File: config.mk
export PLATFORM = sky130hd
export DESIGN_NAME = register_file
export DESIGN_NICKNAME = d
export VERILOG_FILES = /design/src/rtl/regfile_pkg.sv /design/src/rtl/regfile_read_port.sv /design/src/rtl/register_file.sv
export SDC_FILE = /design/constraint.sdc
export NUM_CORES = 1
export LEC_CHECK = 0
export CAP_MARGIN = 10
export CORE_ASPECT_RATIO = 0.75
export CORE_MARGIN = 4
export CORE_UTILIZATION = 61
export DETAILED_ROUTE_END_ITERATION = 6
export GPL_ROUTABILITY_DRIVEN = 0
export PLACE_DENSITY = 0.81
export SLEW_MARGIN = 20
export SYNTH_ARGS = -nofsm -noshare
export SYNTH_HDL_FRONTEND = slang
export SYNTH_SLANG_ARGS = --single-unit
File: constraint.sdc
create_clock -name clk -period 8.2 [get_ports clk]
set_input_delay 1.64 -clock clk [delete_from_list [all_inputs] [get_ports clk]]
set_output_delay 1.64 -clock clk [all_outputs]
set_load 0.05 [all_outputs]
File: src/rtl/regfile_pkg.sv
// Shared constants and types for the ARM-style three-port register file.
// Optional REGFILE_BYPASS_EN enables write-to-read forwarding in regfile_read_port.
package regfile_pkg;

    localparam int DATA_W_DEF    = 32;
    localparam int ADDR_W_DEF    = 9;
    localparam int IDX_W         = 4;
    localparam int PC_OFFSET_DEF = 8;

    localparam logic [IDX_W-1:0] PC_IDX = 4'hF;

    typedef logic [DATA_W_DEF-1:0] word_t;

endpackage : regfile_pkg

File: src/rtl/regfile_read_port.sv
// One combinational read port: index decode, R15+offset substitution and,
// when REGFILE_BYPASS_EN is defined, forwarding of the in-flight write data.
module regfile_read_port
    import regfile_pkg::*;
#(
    parameter int DATA_W    = DATA_W_DEF,
    parameter int ADDR_W    = ADDR_W_DEF,
    parameter int NUM_REGS  = 15,
    parameter int PC_OFFSET = PC_OFFSET_DEF
) (
    input  logic [ADDR_W-1:0] i_addr,
    input  logic [DATA_W-1:0] i_regs [NUM_REGS],
    input  logic [DATA_W-1:0] i_pc,
    input  logic              i_we,
    input  logic              i_rst_n,
    input  logic [IDX_W-1:0]  i_widx,
    input  logic [DATA_W-1:0] i_wdata,
    output logic [DATA_W-1:0] o_rdata
);

    logic [IDX_W-1:0] w_idx;
    logic             w_hit;
    logic             w_unused_addr;

    // Upper address bits are deliberately ignored so addresses alias modulo 16.
    assign w_idx         = i_addr[IDX_W-1:0];
    assign w_unused_addr = &{1'b0, i_addr[ADDR_W-1:IDX_W]};

`ifdef REGFILE_BYPASS_EN
    assign w_hit = i_we && i_rst_n && (i_widx != PC_IDX) && (w_idx == i_widx);
`else
    logic w_unused_bypass;
    assign w_hit           = 1'b0;
    assign w_unused_bypass = &{1'b0, i_we, i_rst_n, i_widx, i_wdata};
`endif

    // NOTE: every branch assigns o_rdata, so no latch is inferred.
    always_comb begin
        if (w_idx == PC_IDX) begin
            o_rdata = i_pc + DATA_W'(PC_OFFSET);
        end else if (w_hit) begin
            o_rdata = i_wdata;
        end else begin
            o_rdata = i_regs[w_idx];
        end
    end

endmodule : regfile_read_port

File: src/rtl/register_file.sv
// Three-port register file R0..R14 with R15 reads returning the external PC + 8.
// Optional macro REGFILE_BYPASS_EN adds write-to-read forwarding on both ports.
module register_file
    import regfile_pkg::*;
#(
    parameter int DATA_W    = DATA_W_DEF,
    parameter int ADDR_W    = ADDR_W_DEF,
    parameter int NUM_REGS  = 15,
    parameter int PC_OFFSET = PC_OFFSET_DEF
) (
    input  logic              clk,
    input  logic              rst,
    input  logic [ADDR_W-1:0] A1,
    input  logic [ADDR_W-1:0] A2,
    input  logic [ADDR_W-1:0] A3,
    input  logic [DATA_W-1:0] WD3,
    input  logic              WE3,
    input  logic [DATA_W-1:0] R15,
    output logic [DATA_W-1:0] RD1,
    output logic [DATA_W-1:0] RD2
);

    logic [DATA_W-1:0] r_regs [NUM_REGS];
    logic [IDX_W-1:0]  w_widx;
    logic              w_unused_waddr;

    assign w_widx         = A3[IDX_W-1:0];
    assign w_unused_waddr = &{1'b0, A3[ADDR_W-1:IDX_W]};

    // NOTE: the storage array is reset because R0..R14 must read 0 during and after reset.
    // NOTE: non-blocking assignments keep same-edge reads and writes race-free.
    always_ff @(posedge clk or negedge rst) begin
        if (!rst) begin
            for (int i = 0; i < NUM_REGS; i++) begin
                r_regs[i] <= '0;
            end
        end else if (WE3 && (w_widx != PC_IDX)) begin
            r_regs[w_widx] <= WD3;
        end
    end

    regfile_read_port #(
        .DATA_W    (DATA_W),
        .ADDR_W    (ADDR_W),
        .NUM_REGS  (NUM_REGS),
        .PC_OFFSET (PC_OFFSET)
    ) u_rd1 (
        .i_addr  (A1),
        .i_regs  (r_regs),
        .i_pc    (R15),
        .i_we    (WE3),
        .i_rst_n (rst),
        .i_widx  (w_widx),
        .i_wdata (WD3),
        .o_rdata (RD1)
    );

    regfile_read_port #(
        .DATA_W    (DATA_W),
        .ADDR_W    (ADDR_W),
        .NUM_REGS  (NUM_REGS),
        .PC_OFFSET (PC_OFFSET)
    ) u_rd2 (
        .i_addr  (A2),
        .i_regs  (r_regs),
        .i_pc    (R15),
        .i_we    (WE3),
        .i_rst_n (rst),
        .i_widx  (w_widx),
        .i_wdata (WD3),
        .o_rdata (RD2)
    );

endmodule : register_file

; ---- Word level (Yosys, flattened, before mapping)
; Index checks and enable logic that the tools add are counted.
[op_classes]
add_sub_neg = 1
n_lt_le_gt_ge = 4
n_eq_ne = 3
n_mux = 11
bitwise_logic = 3
reduce_logical = 2
[op_table]
columns = op, n
row1 = 480-bit bitwise mux, 1
row2 = 32-bit binary-select mux with 4-bit select, 2
row3 = 32-bit 2-to-1 mux, 7
row4 = 32-bit demux with 4-bit select, 1
row5 = 32-bit by 4-bit adder with 32-bit output (second input constant), 1
row6 = 5-bit greater-or-equal comparator (second input constant), 3
row7 = 4-bit NOT with 5-bit output, 3
row8 = 4-bit == test (second input constant), 2
row9 = 5-bit by 1-bit < comparator with 1-bit output (second input constant), 1
row10 = 4-bit inequality test (second input constant), 1
row11 = 1-bit logical AND, 2
[word_totals]
reg_bits = 480
inputBits = 94
output_inout_bits = 64

; ---- Depth between registers and ports, before layout
[logic_depth]
word_depth = 6
depth_mapped = 9
ltp_nobuf = 6

; ---- Hierarchy
; From an unflattened synthesis, not the netlist that was laid out.
[hier_totals]
hier_cells = 2041
hier_area_um2 = 27360.0
[by_module_without_submodules]
columns = mod, instances, cells_per_inst, area_per_inst_um2
row1 = register_file, 1, 1065, 17900.9
row2 = regfile_read_port, 2, 488, 4729.5

; ---- Worst setup path after synthesis
; Ideal clock, no wire load.
[synth_timing]
path_type = in2out
startpoint = input A1[1]
endpoint = output RD1[21]
arrival_time_ns = 4.140
required_time_ns = 6.560
slack_ns = 2.420
path_stages = 8
path_buffers = 4
path_cell_list = buf_2 buf_2 buf_2 buf_2 nor2_1 a22oi_1 a21oi_1 a221oi_1
[synth_via]
elab_chain_len = 5
[synth_rtl]
columns = item, line
row1 = from (decl), register_file.sv:13  ; input logic [ADDR_W-1:0] A1,
row2 = 4-bit NOT with 5-bit output (not written as such), regfile_read_port.sv:44  ; o_rdata = i_regs[w_idx];
row3 = 32-bit binary-select mux with 4-bit select, regfile_read_port.sv:44
row4 = 32-bit 2-to-1 mux (not written as such) (2 in a row), regfile_read_port.sv:44
row5 = 32-bit 2-to-1 mux *, regfile_read_port.sv:39  ; if (w_idx == PC_IDX) begin
row6 = to (decl), register_file.sv:19  ; output logic [DATA_W-1:0] RD1,
; Mark *: on every way between the ends. The rest lies on a longest branch, timed or not. The select of a mux whose other input is x is not followed.

; ---- Worst setup path after layout
[layout_timing]
startpoint = input R15[3]
endpoint = output RD2[19]
[layout_via]
elab_chain_len = 2
[layout_rtl]
columns = item, line
row1 = from (decl), register_file.sv:18  ; input logic [DATA_W-1:0] R15,
row2 = 32-bit by 4-bit adder with 32-bit output, regfile_read_port.sv:40  ; o_rdata = i_pc + DATA_W'(PC_OFFSET);
row3 = 32-bit 2-to-1 mux, regfile_read_port.sv:39
row4 = to (decl), register_file.sv:20  ; output logic [DATA_W-1:0] RD2
; No other way between the ends.

==> flow_summary.ini <==
[sta]
finalCritPeriodShare = 0.849
rsz0062_at_grt = no
timing.setup.tns_ns = 0
setup_viol = 0
drv_slew = 0
min_period_ns = 6.96
finalHoldViolCount = 0
slew_headroom = 0.230
clock.fmax_mhz = 144
clock-skew-final_ns = 0
layout_setup_ws_ns = 1.24
tightestPinTransition_ns = 1.15

[layout]
ff_latch_area_um2 = 12000
multi_input_area_um2 = 13800
drive_above_1_share = 0.416
final_util = 0.705
area_growth_pct = 12.9
num-fill-cells = 2780
top_regs = r_regs: 480 flops
layoutNonFillerInstCount = 2597
fin_nets = 2084
largest_reg_flops = 480
registers.top_by_ff_count = r_regs

[yosys]
synth_fp_nets = 2040
syn_avg_cell_area_um2 = 13.7
ys_ff_latch = 480
synth_edf_count = 0
synthTopCellsByCount = mux2_2, dfrtp_1, mux4_2, mux2i_1, clkbuf_1
synth_top_area_cell = dfrtp_1
ys_warn_count = 0
yosys.cell_count.top_type = mux2_2
synth_cell_types = 50
yosysSeqAreaShare = 0.452
syn-instance-count = 1945
synth_area_leaders = dfrtp_1, mux2_2, mux4_2, mux2i_1, clkbuf_1
ys.flop_type = dfrtp_1
synth_top_area_frac = 0.452
syn-cell-area_um2 = 26600
synthArstFlopShare = 1.00

[placed_design]
placement.io_buffers = 142
hpwl_mm = 46.2
placed_cells = 2508
pre_cts_slack_ns = 1.49

[hold_path]
min_to = r_regs[329]
hold-path-cell-count = 1
hold_start = r_regs[329]
hp-class = flip-flop to flip-flop

[critical_path]
crit_required_ns = 6.56
rrSetupSlack_ns = 7.37
ff2ff_path_depth = 1
crit_type = input pin to output port
end_kind = output port
r2r_end = r_regs[355]
rr_startpoint = r_regs[355]
worstSetupStartpointType = input pin
arrival_ns = 5.32
cp_max_fo = 9

[power]
intPower_uw = 5450
switchingPower_uw = 2330
clock_power_share = 0.302
p_total_uw = 7780
p_leak_uw = 0.0124
powerDensity_nw_per_um2 = 260
ir_drop_mv = 0.166
comb_power_share = 0.266
netSwitchingFraction = 0.300
power_frac_seq = 0.432

[floorplanning]
io_pins = 158
initial_utilization = 0.624
num_rows = 65
dieArea_um2 = 47000
core_area_um2 = 42500
die_x_um = 249
chipHeight_um = 189

[global_routing]
track_usage = 0.333
grt_max_degree = 169
grt_pass1_wl_mm = 120
grt-ovfl-total = 0
grt_pass1_vias = 19400
antenna_found_initial = 8

[cts]
clk_pin_slew_worst_paths_ns = 0.05
cts_made_buffers = 48
root_buffer = clkbuf_16
hold_buffers = 0
clock_latency_ns = 0.56
post_cts_resized = 0
cts_sinks = 480
cts_tree = yes
post-cts-setup-buffers = 0
clk_path_buf_depth = 3
htree_levels = 2

[status]
status = complete, no violations

[routing]
wirelength_mm = 78.5
wl_per_cell_um = 30.2
ant_nets = 0
first_pass_iters = 5
route.vias.total = 18600
drtIter0Drc = 1985
via_per_inst = 7.18
drc = 0

[job]
cap_violations = 0
## layer usage
metal | routed length [um] | vias to the layer above | track usage
li1 | - | 7543 | -
met1 | 31300 | 9713 | 0.461
met2 | 35700 | 1140 | 0.509
met3 | 8570 | 231 | 0.0949
met4 | 2960 | 10 | 0.127
met5 | 64 | - | 0
## per-stage QoR
step | cell area (um2) | hold slack, ns
2_1_floorplan | 26600 | 0.476
3_3_place_gp | 28300 | 0.492
3_5_place_dp | 28300 | 0.506
4_1_cts | 30000 | 0.518
5_1_grt | 30000 | 0.538
6_report | 30000 | 0.512
## final cells by class
| cell class | count | area share |
|---|---|---|
| clock inverter | 15 | 0.00805 |
| clock buffer | 72 | 0.0481 |
| multi-input combinational | 1269 | 0.460 |
| inverter | 7 | 0.000876 |
| sequential | 480 | 0.401 |
| antenna | 2 | 0.000167 |
| tap | 569 | 0.0237 |
| timing repair buffer | 183 | 0.0582 |
## critical path: stages
cell             delay [ns]
clkdlybuf4s50_1        0.68
ha_1                   0.47
inv_1                  0.22
nor3_1                 0.53
xnor2_1                0.35
a221oi_1               0.53
clkdlybuf4s50_1        0.90
## cell families (layout without fill, tap and decap cells)
logic type,count (synthesis),in the layout,synth area share
DFF,480,480,0.452
and+or+nand+nor,203,203,0.0380
AOI/OAI and AO/OA,216,216,0.0530
adders and majority gates,1,1,0.000471
xor gates and xnor gates,27,27,0.00890
buffers and inverters,196,277,0.0310
other,0,2,0
muxes,822,822,0.416
## how the worst max path moves through the flow
| stage | cells past startpoint | to | start | slack (ns) |
|---|---|---|---|---|
| 6_report | 7 | RD2[19] | R15[3] | 1.24 |
| 5_1_grt | 7 | RD2[19] | R15[3] | 1.05 |
| 4_1_cts | 7 | RD2[19] | R15[5] | 1.34 |
| 3_5_place_dp | 7 | RD2[19] | R15[5] | 1.49 |
| 3_3_place_gp | 7 | RD2[19] | R15[5] | 1.51 |
| 2_1_floorplan | 8 | RD1[21] | A1[1] | 2.42 |
## cell usage in the layout, fill, tap and decap left out, types with 7 or more instances in the layout
| cell | Yosys | routed |
|---|---|---|
| xnor2_1 | 18 | 18 |
| nor2b_1 | 13 | 12 |
| nand2_1 | 62 | 61 |
| o22ai_1 | 42 | 42 |
| a31oi_1 | 32 | 32 |
| o21ai_0 | 15 | 15 |
| dfrtp_1 | 480 | 480 |
| mux2_2 | 523 | 523 |
| buf_4 | 5 | 43 |
| nor2_1 | 52 | 43 |
| a22oi_1 | 34 | 34 |
| o221ai_1 | 17 | 17 |
| mux2_1 | 9 | 9 |
| xor2_1 | 9 | 9 |
| clkdlybuf4s50_1 | 0 | 133 |
| nand4_1 | 8 | 8 |
| a21oi_1 | 49 | 49 |
| a211oi_1 | 7 | 7 |
| nand2b_1 | 11 | 11 |
| clkbuf_1 | 113 | 10 |
| mux2i_1 | 117 | 117 |
| nor2_4 | 0 | 8 |
| nor4_1 | 8 | 8 |
| mux4_2 | 173 | 173 |
| clkbuf_16 | 0 | 49 |
| clkbuf_8 | 0 | 14 |
| nand3_1 | 22 | 22 |
| inv_1 | 7 | 7 |
## power groups by stage
stage / clock network, uW / logic [uW] / registers, uW
global placement: 0 / 1980 / 3300
floorplan: 0 / 1560 / 3220
global route: 2480 / 2200 / 3420
finish: 2350 / 2070 / 3360
CTS: 2370 / 2060 / 3340
detailed placement: 0 / 2050 / 3370
(Power assumes the default switching activity.)
